**config.mk**
```make
export PLATFORM = sky130hd
export DESIGN_NAME = jmp_token_queue_flat
export DESIGN_NICKNAME = d
export VERILOG_FILES = /design/src/rtl/jtq_pkg.sv /design/src/rtl/jmp_token_queue_if.sv /design/src/rtl/jtq_fifo.sv /design/src/rtl/jmp_token_queue.sv /design/src/flat_wrapper.sv
export SDC_FILE = /design/constraint.sdc
export NUM_CORES = 1
export LEC_CHECK = 0
export ABC_CLOCK_PERIOD_IN_PS = 3370
export CAP_MARGIN = 20
export CORE_MARGIN = 5
export CORE_UTILIZATION = 44
export CTS_BUF_LIST = sky130_fd_sc_hd__clkbuf_8
export DETAILED_ROUTE_END_ITERATION = 7
export GPL_TIMING_DRIVEN = 0
export PLACE_DENSITY = 0.7
export SLEW_MARGIN = 20
export SYNTH_ARGS = -nofsm -noshare
export SYNTH_HDL_FRONTEND = slang
export SYNTH_SLANG_ARGS = --single-unit
```
**constraint.sdc**
```tcl
create_clock -name clk_i_jtq -period 3.37 [get_ports clk_i_jtq]
set_input_delay 0.337 -clock clk_i_jtq [delete_from_list [all_inputs] [get_ports clk_i_jtq]]
set_output_delay 0.337 -clock clk_i_jtq [all_outputs]
set_load 0.005 [all_outputs]
```
**src/rtl/jtq_pkg.sv**
```systemverilog
// Shared types for the jump token queue: FIFO entry header, FSM states, field widths.
// The entry stored in the FIFO is {jtq_hdr_t, data}; the payload width is set per instance.
package jtq_pkg;

    localparam int PE_NUM_W  = 3;
    localparam int JMP_DST_W = 17;

    typedef enum logic {
        RUN      = 1'b0,
        WAIT_ACK = 1'b1
    } jtq_state_e;

    typedef struct packed {
        logic                 gate;
        logic [PE_NUM_W-1:0]  pe_num;
        logic                 lr;
        logic                 memw;
        logic [JMP_DST_W-1:0] dst;
    } jtq_hdr_t;

    localparam int HDR_W = $bits(jtq_hdr_t);

endpackage

```
**src/rtl/jmp_token_queue_if.sv**
```systemverilog
// Request, token and gate signals between the jump unit, the token queue and the PE network.
// The queue connects through the slave modport; the upstream/network side uses master.
interface jmp_token_queue_if #(
    parameter int DATA_W = 32
);
    import jtq_pkg::*;

    logic                 req_valid_i_jtq;
    logic                 pe_out_i_jtq;
    logic [PE_NUM_W-1:0]  pe_num_i_jtq;
    logic                 pe_lr_i_jtq;
    logic                 f_mem_w_i_jtq;
    logic                 jmp_dst_valid_i_jtq;
    logic [JMP_DST_W-1:0] jmp_dst_i_jtq;
    logic                 gate_i_jtq;
    logic [DATA_W-1:0]    opr0_i_jtq;
    logic                 stall_o_jtq;
    logic                 tok_valid_o_jtq;
    logic                 tok_ready_i_jtq;
    logic [PE_NUM_W-1:0]  tok_pe_num_o_jtq;
    logic                 tok_lr_o_jtq;
    logic                 tok_memw_o_jtq;
    logic [JMP_DST_W-1:0] tok_dst_o_jtq;
    logic [DATA_W-1:0]    tok_data_o_jtq;
    logic                 redirect_valid_o_jtq;
    logic [JMP_DST_W-1:0] redirect_dst_o_jtq;
    logic                 gate_ack_i_jtq;
    logic                 gate_busy_o_jtq;

    modport master (
        output req_valid_i_jtq, pe_out_i_jtq, pe_num_i_jtq, pe_lr_i_jtq, f_mem_w_i_jtq,
               jmp_dst_valid_i_jtq, jmp_dst_i_jtq, gate_i_jtq, opr0_i_jtq,
               tok_ready_i_jtq, gate_ack_i_jtq,
        input  stall_o_jtq, tok_valid_o_jtq, tok_pe_num_o_jtq, tok_lr_o_jtq, tok_memw_o_jtq,
               tok_dst_o_jtq, tok_data_o_jtq, redirect_valid_o_jtq, redirect_dst_o_jtq,
               gate_busy_o_jtq
    );

    modport slave (
        input  req_valid_i_jtq, pe_out_i_jtq, pe_num_i_jtq, pe_lr_i_jtq, f_mem_w_i_jtq,
               jmp_dst_valid_i_jtq, jmp_dst_i_jtq, gate_i_jtq, opr0_i_jtq,
               tok_ready_i_jtq, gate_ack_i_jtq,
        output stall_o_jtq, tok_valid_o_jtq, tok_pe_num_o_jtq, tok_lr_o_jtq, tok_memw_o_jtq,
               tok_dst_o_jtq, tok_data_o_jtq, redirect_valid_o_jtq, redirect_dst_o_jtq,
               gate_busy_o_jtq
    );

endinterface

```
**src/rtl/jtq_fifo.sv**
```systemverilog
// First-word-fall-through FIFO for queued tokens and gate markers.
// The head entry is readable combinationally; pointers wrap modulo DEPTH (power of two).
module jtq_fifo #(
    parameter  int DEPTH = 4,
    parameter  int WIDTH = 8,
    localparam int AW    = $clog2(DEPTH),
    localparam int CW    = AW + 1
) (
    input  logic             clk,
    input  logic             rst,
    input  logic             push,
    input  logic             pop,
    input  logic [WIDTH-1:0] wdata,
    output logic [WIDTH-1:0] rdata,
    output logic             empty,
    output logic [CW-1:0]    count
);
    logic [WIDTH-1:0] mem [DEPTH];
    logic [AW-1:0]    wr_ptr_reg;
    logic [AW-1:0]    rd_ptr_reg;
    logic [CW-1:0]    count_reg;
    logic             full;
    logic             do_push;
    logic             do_pop;

    assign full    = (count_reg == CW'(DEPTH));
    assign empty   = (count_reg == '0);
    assign count   = count_reg;
    assign do_push = push & ~full;
    assign do_pop  = pop & ~empty;
    assign rdata   = mem[rd_ptr_reg];

    always_ff @(posedge clk) begin
        if (do_push) begin
            mem[wr_ptr_reg] <= wdata;
        end
    end

    always_ff @(posedge clk or posedge rst) begin
        if (rst) begin
            wr_ptr_reg <= '0;
            rd_ptr_reg <= '0;
            count_reg  <= '0;
        end else begin
            if (do_push) begin
                wr_ptr_reg <= wr_ptr_reg + 1'b1;
            end
            if (do_pop) begin
                rd_ptr_reg <= rd_ptr_reg + 1'b1;
            end
            case ({do_push, do_pop})
                2'b10:   count_reg <= count_reg + 1'b1;
                2'b01:   count_reg <= count_reg - 1'b1;
                default: count_reg <= count_reg;
            endcase
        end
    end

endmodule

```
**src/rtl/jmp_token_queue.sv**
```systemverilog
// Jump-unit output stage: queues PE tokens, issues local fetch redirects, serialises gates.
// Define JTQ_BYPASS_EN to present a token combinationally when the queue is empty and idle.
module jmp_token_queue
    import jtq_pkg::*;
#(
    parameter int DEPTH  = 4,
    parameter int DATA_W = 32
) (
    input logic               clk_i_jtq,
    input logic               rst_i_jtq,
    jmp_token_queue_if.slave  jtq
);
    localparam int ENT_W = HDR_W + DATA_W;
    localparam int CW    = $clog2(DEPTH) + 1;
    localparam int TOK_W = PE_NUM_W + 2 + JMP_DST_W + DATA_W;

    jtq_state_e           state_reg, state_next;
    logic                 acc, stall, full, push, pop, empty;
    logic                 head_tok, byp, tok_valid, redir_hit;
    logic [CW-1:0]        count;
    jtq_hdr_t             req_hdr, head_hdr;
    logic [DATA_W-1:0]    head_data;
    logic [ENT_W-1:0]     head_ent;
    logic [TOK_W-1:0]     tok_fields, last_fields_reg;
    logic                 redirect_valid_reg;
    logic [JMP_DST_W-1:0] redirect_dst_reg;

    // Stall looks only at registered state so upstream never sees a combinational loop.
    assign full  = (count == CW'(DEPTH));
    assign stall = full | (state_reg == WAIT_ACK);
    assign acc   = jtq.req_valid_i_jtq & ~stall;

    assign req_hdr = '{gate:   jtq.gate_i_jtq,
                       pe_num: jtq.pe_num_i_jtq,
                       lr:     jtq.pe_lr_i_jtq,
                       memw:   jtq.f_mem_w_i_jtq,
                       dst:    jtq.jmp_dst_i_jtq};

    assign {head_hdr, head_data} = head_ent;
    assign head_tok = (state_reg == RUN) & ~empty & ~head_hdr.gate;

`ifdef JTQ_BYPASS_EN
    assign byp = acc & ~rst_i_jtq & empty & (state_reg == RUN)
               & jtq.pe_out_i_jtq & ~jtq.gate_i_jtq;
`else
    assign byp = 1'b0;
`endif

    assign tok_valid = head_tok | byp;
    // A bypassed token taken by the network in the same cycle never enters the queue.
    assign push      = acc & (jtq.pe_out_i_jtq | jtq.gate_i_jtq) & ~(byp & jtq.tok_ready_i_jtq);
    assign redir_hit = acc & jtq.jmp_dst_valid_i_jtq & ~jtq.pe_out_i_jtq & ~jtq.gate_i_jtq;

    jtq_fifo #(
        .DEPTH (DEPTH),
        .WIDTH (ENT_W)
    ) u_fifo (
        .clk   (clk_i_jtq),
        .rst   (rst_i_jtq),
        .push  (push),
        .pop   (pop),
        .wdata ({req_hdr, jtq.opr0_i_jtq}),
        .rdata (head_ent),
        .empty (empty),
        .count (count)
    );

    always_comb begin
        state_next = state_reg;
        pop        = 1'b0;
        case (state_reg)
            RUN: begin
                if (!empty) begin
                    if (head_hdr.gate) begin
                        pop        = 1'b1;
                        state_next = WAIT_ACK;
                    end else begin
                        pop = jtq.tok_ready_i_jtq;
                    end
                end
            end
            WAIT_ACK: begin
                if (jtq.gate_ack_i_jtq) begin
                    state_next = RUN;
                end
            end
            default: state_next = RUN;
        endcase
    end

    // Token fields show the offered token, otherwise the last one offered.
    always_comb begin
        tok_fields = last_fields_reg;
        if (byp) begin
            tok_fields = {req_hdr.pe_num, req_hdr.lr, req_hdr.memw, req_hdr.dst, jtq.opr0_i_jtq};
        end else if (head_tok) begin
            tok_fields = {head_hdr.pe_num, head_hdr.lr, head_hdr.memw, head_hdr.dst, head_data};
        end
    end

    always_ff @(posedge clk_i_jtq or posedge rst_i_jtq) begin
        if (rst_i_jtq) begin
            state_reg          <= RUN;
            last_fields_reg    <= '0;
            redirect_valid_reg <= 1'b0;
            redirect_dst_reg   <= '0;
        end else begin
            state_reg          <= state_next;
            redirect_valid_reg <= redir_hit;
            if (tok_valid) begin
                last_fields_reg <= tok_fields;
            end
            if (redir_hit) begin
                redirect_dst_reg <= jtq.jmp_dst_i_jtq;
            end
        end
    end

    assign jtq.stall_o_jtq          = stall;
    assign jtq.tok_valid_o_jtq      = tok_valid;
    assign {jtq.tok_pe_num_o_jtq, jtq.tok_lr_o_jtq, jtq.tok_memw_o_jtq,
            jtq.tok_dst_o_jtq, jtq.tok_data_o_jtq} = tok_fields;
    assign jtq.redirect_valid_o_jtq = redirect_valid_reg;
    assign jtq.redirect_dst_o_jtq   = redirect_dst_reg;
    assign jtq.gate_busy_o_jtq      = (state_reg == WAIT_ACK);

endmodule

```
**src/flat_wrapper.sv**
```systemverilog
// flat-port wrapper written by rule: the top's interface ports become plain ports
module jmp_token_queue_flat import jtq_pkg::*;
#(
    parameter int DEPTH  = 4,
    parameter int DATA_W = 32
)
  (clk_i_jtq, rst_i_jtq, jtq_req_valid_i_jtq, jtq_pe_out_i_jtq, jtq_pe_num_i_jtq, jtq_pe_lr_i_jtq, jtq_f_mem_w_i_jtq, jtq_jmp_dst_valid_i_jtq, jtq_jmp_dst_i_jtq, jtq_gate_i_jtq, jtq_opr0_i_jtq, jtq_tok_ready_i_jtq, jtq_gate_ack_i_jtq, jtq_stall_o_jtq, jtq_tok_valid_o_jtq, jtq_tok_pe_num_o_jtq, jtq_tok_lr_o_jtq, jtq_tok_memw_o_jtq, jtq_tok_dst_o_jtq, jtq_tok_data_o_jtq, jtq_redirect_valid_o_jtq, jtq_redirect_dst_o_jtq, jtq_gate_busy_o_jtq);
  jmp_token_queue_if #(.DATA_W(DATA_W)) jtq_i ();
  input logic clk_i_jtq;
  input logic rst_i_jtq;
  input wire logic [$bits(jtq_i.req_valid_i_jtq)-1:0] jtq_req_valid_i_jtq;
  input wire logic [$bits(jtq_i.pe_out_i_jtq)-1:0] jtq_pe_out_i_jtq;
  input wire logic [$bits(jtq_i.pe_num_i_jtq)-1:0] jtq_pe_num_i_jtq;
  input wire logic [$bits(jtq_i.pe_lr_i_jtq)-1:0] jtq_pe_lr_i_jtq;
  input wire logic [$bits(jtq_i.f_mem_w_i_jtq)-1:0] jtq_f_mem_w_i_jtq;
  input wire logic [$bits(jtq_i.jmp_dst_valid_i_jtq)-1:0] jtq_jmp_dst_valid_i_jtq;
  input wire logic [$bits(jtq_i.jmp_dst_i_jtq)-1:0] jtq_jmp_dst_i_jtq;
  input wire logic [$bits(jtq_i.gate_i_jtq)-1:0] jtq_gate_i_jtq;
  input wire logic [$bits(jtq_i.opr0_i_jtq)-1:0] jtq_opr0_i_jtq;
  input wire logic [$bits(jtq_i.tok_ready_i_jtq)-1:0] jtq_tok_ready_i_jtq;
  input wire logic [$bits(jtq_i.gate_ack_i_jtq)-1:0] jtq_gate_ack_i_jtq;
  output wire logic [$bits(jtq_i.stall_o_jtq)-1:0] jtq_stall_o_jtq;
  output wire logic [$bits(jtq_i.tok_valid_o_jtq)-1:0] jtq_tok_valid_o_jtq;
  output wire logic [$bits(jtq_i.tok_pe_num_o_jtq)-1:0] jtq_tok_pe_num_o_jtq;
  output wire logic [$bits(jtq_i.tok_lr_o_jtq)-1:0] jtq_tok_lr_o_jtq;
  output wire logic [$bits(jtq_i.tok_memw_o_jtq)-1:0] jtq_tok_memw_o_jtq;
  output wire logic [$bits(jtq_i.tok_dst_o_jtq)-1:0] jtq_tok_dst_o_jtq;
  output wire logic [$bits(jtq_i.tok_data_o_jtq)-1:0] jtq_tok_data_o_jtq;
  output wire logic [$bits(jtq_i.redirect_valid_o_jtq)-1:0] jtq_redirect_valid_o_jtq;
  output wire logic [$bits(jtq_i.redirect_dst_o_jtq)-1:0] jtq_redirect_dst_o_jtq;
  output wire logic [$bits(jtq_i.gate_busy_o_jtq)-1:0] jtq_gate_busy_o_jtq;
  assign jtq_i.req_valid_i_jtq = jtq_req_valid_i_jtq;
  assign jtq_i.pe_out_i_jtq = jtq_pe_out_i_jtq;
  assign jtq_i.pe_num_i_jtq = jtq_pe_num_i_jtq;
  assign jtq_i.pe_lr_i_jtq = jtq_pe_lr_i_jtq;
  assign jtq_i.f_mem_w_i_jtq = jtq_f_mem_w_i_jtq;
  assign jtq_i.jmp_dst_valid_i_jtq = jtq_jmp_dst_valid_i_jtq;
  assign jtq_i.jmp_dst_i_jtq = jtq_jmp_dst_i_jtq;
  assign jtq_i.gate_i_jtq = jtq_gate_i_jtq;
  assign jtq_i.opr0_i_jtq = jtq_opr0_i_jtq;
  assign jtq_i.tok_ready_i_jtq = jtq_tok_ready_i_jtq;
  assign jtq_i.gate_ack_i_jtq = jtq_gate_ack_i_jtq;
  assign jtq_stall_o_jtq = jtq_i.stall_o_jtq;
  assign jtq_tok_valid_o_jtq = jtq_i.tok_valid_o_jtq;
  assign jtq_tok_pe_num_o_jtq = jtq_i.tok_pe_num_o_jtq;
  assign jtq_tok_lr_o_jtq = jtq_i.tok_lr_o_jtq;
  assign jtq_tok_memw_o_jtq = jtq_i.tok_memw_o_jtq;
  assign jtq_tok_dst_o_jtq = jtq_i.tok_dst_o_jtq;
  assign jtq_tok_data_o_jtq = jtq_i.tok_data_o_jtq;
  assign jtq_redirect_valid_o_jtq = jtq_i.redirect_valid_o_jtq;
  assign jtq_redirect_dst_o_jtq = jtq_i.redirect_dst_o_jtq;
  assign jtq_gate_busy_o_jtq = jtq_i.gate_busy_o_jtq;
  jmp_token_queue #(.DEPTH(DEPTH), .DATA_W(DATA_W)) u_core (.clk_i_jtq(clk_i_jtq), .rst_i_jtq(rst_i_jtq), .jtq(jtq_i));
endmodule
```
# [Word level (Yosys, flattened, before mapping)]
# Memories as Yosys holds them, arrays and structs flattened.
# Cells that the tools add are included.
[word_totals] ff_bits=80 mem_bits_rw=220 in_bits=62 out_inout_bits=75 wordCells=46 memories=1
[memory_table] name="u_core.u_fifo.mem" depth=4 word_bits=55 read_ports=1 rd_ports_with_merged_regs=0 write_ports=1 line="jtq_fifo.sv:18" text="logic [WIDTH-1:0] mem [DEPTH];"
[op_classes] n_addsub=4 eq_ne=3 mux=11 n_bitwise=18 n_reduce_logical=2
[ops] op="$mux W54" n=1
[ops] op="$and A1 B1 Y1" n=9
[ops] op="$mux W1" n=8
[ops] op="$not A1 Y1" n=7
[ops] op="$pmux W3 S2" n=1
[ops] op="$add A2 B1 Y2 const B" n=2
[ops] op="$add A3 B1 Y3 const B" n=1
[ops] op="$eq A3 B3 Y1 const B" n=1
[ops] op="$logic_not A3 Y1" n=1
[ops] op="$sub A3 B1 Y3 const B" n=1
[ops] op="$eq A2 B1 Y1 const B" n=1
[ops] op="$eq A2 B2 Y1 const B" n=1
[ops] op="$or A1 B1 Y1" n=2
[ops] op="$pmux W1 S2" n=1
[ops] op="$reduce_bool A2 Y1" n=1

# [Logic depth before layout (Yosys ltp)]
[depth] depth_word=8 ltp_mapped=10 ltp_nobuf=9

# [Hierarchy]
# Synthesis repeated with hierarchy kept, for this count alone.
[hier_totals] cells_unflattened=550 hier_area_um2=11876.4
[modules_own_cells] module="jtq_fifo" instances=1 cells_per_inst=325 area_per_inst_um2=8354.3 seq_area_each_um2=6781.5
[modules_own_cells] module="jmp_token_queue" instances=1 cells_per_inst=225 area_per_inst_um2=3522.1 seq_area_each_um2=1826.8

# [Worst setup path after synthesis]
# Ideal clock, no wire load.
[synth_timing] kind="flip-flop to flip-flop" start="register u_core.u_fifo.count_reg[2], in the netlist u_core.u_fifo.count[2]" end="memory u_core.u_fifo.mem[0][0] (netlist bit), enable pin" setup_ns=0.418 t_arrival_ns=2.679 t_required_ns=2.952 slack_ns=0.273 stages_incl_launch_ff=4 n_path_buf=0 synth_period_minus_slack_ns=3.097 cell_sequence="dfrtp_1 nor3b_1 nor4b_1 and2_1"
[synth_between] elab_chain_cells=8 elab_cells_between_ends=9 classes_between="eq/ne: 1; mux: 2; bitwise: 6"
[synth_lines] item="start, declared" line="jtq_fifo.sv:21" text="logic [CW-1:0] count_reg;"
[synth_lines] item="start signal, assigned" line="jtq_fifo.sv:52" text="2'b10: count_reg <= count_reg + 1'b1;"
[synth_lines] item="start signal, assigned" line="jtq_fifo.sv:53" text="2'b01: count_reg <= count_reg - 1'b1;"
[synth_lines] item="start signal, assigned" line="jtq_fifo.sv:54" text="default: count_reg <= count_reg;"
[synth_lines] item="$eq A3 B3 Y1 *" line="jtq_fifo.sv:26, jmp_token_queue.sv:29"
[synth_lines] item="$or A1 B1 Y1" line="jmp_token_queue.sv:30" text="assign stall = full | (state_reg == WAIT_ACK);"
[synth_lines] item="$not A1 Y1" line="jmp_token_queue.sv:31" text="assign acc = jtq.req_valid_i_jtq & ~stall;"
[synth_lines] item="$and A1 B1 Y1" line="jmp_token_queue.sv:31"
[synth_lines] item="$and A1 B1 Y1" line="jmp_token_queue.sv:51" text="assign push = acc & (jtq.pe_out_i_jtq | jtq.gate_i_jtq) & ~(byp & jtq.tok_ready_i_jtq);"
[synth_lines] item="$and A1 B1 Y1 *" line="jtq_fifo.sv:29" text="assign do_push = push & ~full;"
[synth_lines] item="$mux W1 *" line="jtq_fifo.sv:34" text="if (do_push) begin"
[synth_lines] item="$mux W1 (not written as such) *" line="jtq_fifo.sv:35" text="mem[wr_ptr_reg] <= wdata;"
[synth_lines] item="end, declared" line="jtq_fifo.sv:18"
# Mark *: on every way between the ends. The rest lies on a longest branch, timed or not.

# [Worst setup path in the final report]
[layout_timing] start="register u_core.u_fifo.rd_ptr_reg[0]" end="output jtq_tok_data_o_jtq[17]"
[layout_between] elab_chain_cells=4
[layout_lines] item="start, declared" line="jtq_fifo.sv:20" text="logic [AW-1:0] rd_ptr_reg;"
[layout_lines] item="start signal, assigned" line="jtq_fifo.sv:49" text="rd_ptr_reg <= rd_ptr_reg + 1'b1;"
[layout_lines] item="$mem_v2 Z4 W55 *"
[layout_lines] item="$not A1 Y1" line="jmp_token_queue.sv:40" text="assign head_tok = (state_reg == RUN) & ~empty & ~head_hdr.gate;"
[layout_lines] item="$and A1 B1 Y1" line="jmp_token_queue.sv:40"
[layout_lines] item="$mux W54 *" line="jmp_token_queue.sv:96" text="end else if (head_tok) begin"
[layout_lines] item="end, declared" line="flat_wrapper.sv:28" text="output wire logic [$bits(jtq_i.tok_data_o_jtq)-1:0] jtq_tok_data_o_jtq;"
# Marked as above.

==> flow_summary_export.csv <==
group,metric,value,unit
status,status,"finished, final reports clean",
synth,synthFlopType,"edfxtp_1",
floorplanning,die_h,173.5,microns
worst_setup_path,critPathRequiredTime,3030,ps
synth,synthMostInstantiatedCell,"edfxtp_1",
power,power_density,927.0,mW/mm^2
floorplanning,core_region_area,0.02621,sq mm
cts,numCtsBuffers,49,
synth,async_flop_share,26.67,%
synth,ys_top_cells_by_count,"220 x edfxtp_1, 117 x mux2_2, 80 x dfrtp_1",
synth,synth.cell_area,0.01177,sq mm
drt,via_count,5868,
global_route,grt-ovfl-total,0,
drt,drt-pass1-iter-count,4,
final_layout,nets,816,
synth,ys_warn_count,0,
synth,synth.area.top_cells,"edfxtp_1 56%, dfrtp_1 17%, mux2_2 11%",
cts,cts_hold_buf,0,
cts,clockBufferDepth,3,
synth,synth_seq_area_share,73.15,%
worst_setup_path,cp_max_fo,10,
drt,drc,0,
drt,viasPerCell,5.221,
cts,cts_sinks,300,
synth,syn-num-nets,619,
placement,hpwl,15.16,mm
floorplanning,dieArea,0.03011,sq mm
drt,avgRoutedWirePerCell,21.06,microns
sta,rsz0062_at_grt,"true",
min_path,hold_class,"input pin to asynchronous set/reset pin",
worst_setup_path,cp-end-kind,"primary output",
cts,cts-htree-levels,2,
sta,holdWs,157.9,ps
final_layout,n_antenna_cell,0,
global_route,grt_usage,15.97,%
cts,clkTransAtPathRegs,60,ps
synth,synth.avg_cell_area,21.36,sq um
worst_setup_path,r2r-start,"u_core.u_fifo.rd_ptr_reg[0]",
floorplanning,num_rows,59,
synth,yosys.area.top_type,"edfxtp_1",
placement,port_buffers,136,
power,power.leakage,0.005334,uW
cts,cts_root_buffer,"clkbuf_8",
floorplanning,start_util,44.90,%
sta,fmax,304.0,MHz
worst_setup_path,critPathLaunch,"u_core.u_fifo.rd_ptr_reg[0]",
floorplanning,ioPinCount,137,
final_layout,area_growth,25.70,%
cts,cts_tree,"built",
placement,routabilityCongestion,0.6977,
worst_setup_path,path_class,"register to primary output",
cts,clk_latency,540,ps
sta,slew_headroom,45.14,%
sta,skew,17.95,ps
sta,setup_ws,80.48,ps
sta,drv_slew,0,
global_route,antenna_found_initial,1,
sta,worst_pin_slew,819.5,ps
global_route,grt_pass1_vias,6772,
synth,synth_top_area_share,56.14,%
drt,ant_nets,0,
drt,drt_iter0_markers,209,
synth,synth_edf_count,220,
drt,routed_wl,23.67,mm
run,cap_violations,0,
final_layout,drive_gt1_share,35.99,%
worst_setup_path,arrival,2950,ps
power,ir_worst_vdd,0.0004576,V
placement,pre_cts_ws,206.4,ps
final_layout,fillCellCount,1928,
sta,period_share,97.61,%
synth,synth_cell_type_count,32,
worst_setup_path,crit_path_start_kind,"register",
sta,fin_crit,3290,ps
synth,synth-seq-cells,300,
floorplanning,fp.dieW,173.5,microns
final_layout,multi_input_area,0.002969,sq mm
sta,hold_viol_final,0,
final_layout,layout.area.seq,0.008608,sq mm
sta,finalSetupViolCount,0,
final_layout,largest_reg_flops,220,
global_route,grt_pass1_wl,37.74,mm
synth,synthCells,551,
global_route,grt_max_degree,50,
critical path: stages, from the launching register on:
cell and delay (ps):
dfrtp_1 340, buf_6 120, mux4_2 530, nor3_2 160, buf_6 170, buf_12 130
buf_8 140, mux2_2 360, clkdlybuf4s50_1 450
kinds of logic (layout without fill, tap and decap cells):
family | after synthesis | after routing | share of synthesized area (%)
adders and majority gates | 6 | 6 | 0.7018
muxes | 182 | 182 | 22.67
xor gates and xnor gates | 5 | 5 | 0.3722
buffers and inverters | 36 | 274 | 1.786
AOI/OAI and AO/OA | 4 | 4 | 0.2446
DFF | 300 | 300 | 73.15
and+or+nand+nor | 18 | 18 | 1.074
timing repair:
action,4_1_cts,5_1_grt
setup endpoints to repair,54,40
resized for setup,16,17
setup buffers,5,1
cloned,0,0
endpoints found under the hold margin,0,0
pin swaps,0,0
cells in the final DEF, fill, tap and decap left out, drive strengths merged, types with 3 or more instances in the layout:
| master | instances |
|---|---|
| dlymetal6s2s | 9 |
| dfrtp | 80 |
| clkinv | 16 |
| clkbuf | 62 |
| edfxtp | 220 |
| xnor2 | 3 |
| mux4 | 55 |
| buf | 28 |
| inv | 28 |
| and2 | 4 |
| ha | 5 |
| nor2 | 4 |
| clkdlybuf4s50 | 127 |
| mux2 | 126 |
cell type report:
type,instances,area share [%]
flip-flops and latches,300,58.20
multi-input cells,215,20.07
well taps,335,2.834
inverters,10,0.2876
plain buffers,25,1.573
repair buffers,147,10.67
clock inverters,37,1.243
clock buffers,55,5.118
through the flow:
stage               util [%]  cell area (sq um)  power, uW  TNS [ps]  cells
finish                 56.44              14790      13710         0   1124
global route           56.44              14790      14540    -99.07   1124
CTS                    56.18              14720      13930    -22.06   1123
detailed placement     52.28              13700      10790         0   1027
global placement       51.70              13550      10570   -354750   1022
floorplan                  -              11770       8335         0    551
where the power goes:
group / switching, uW / internal [uW] / leakage [uW]
Clock: 1370 / 1580 / 0.000552
Sequential: 332 / 4840 / 0.00294
Combinational: 2220 / 3380 / 0.00184
routing by layer:
layer / part of all wire (%) / global-route usage [%] / vias up
met2: 52 / 27.75 / 172
met5: 0.030 / 0 / -
met1: 41 / 20.35 / 3046
met4: 1.4 / 4.024 / 2
li1: - / - / 2617
met3: 5.3 / 3.817 / 31
worst paths after layout:
path                                               endpoint  cells after the start  slack (ps)
setup / recovery                     jtq_tok_data_o_jtq[17]                      8          80
hold / removal             u_core.jtq.redirect_dst_o_jtq[1]                      2         160
setup reg to reg                     u_core.u_fifo.count[2]                     12         810
hold reg to reg                   u_core.last_fields_reg[0]                      1         500
max in group asynchronous         u_core.last_fields_reg[5]                      3        2610
min in group clk_i_jtq           u_core.jtq.gate_busy_o_jtq                      2         400
(Power assumes the default switching activity.)
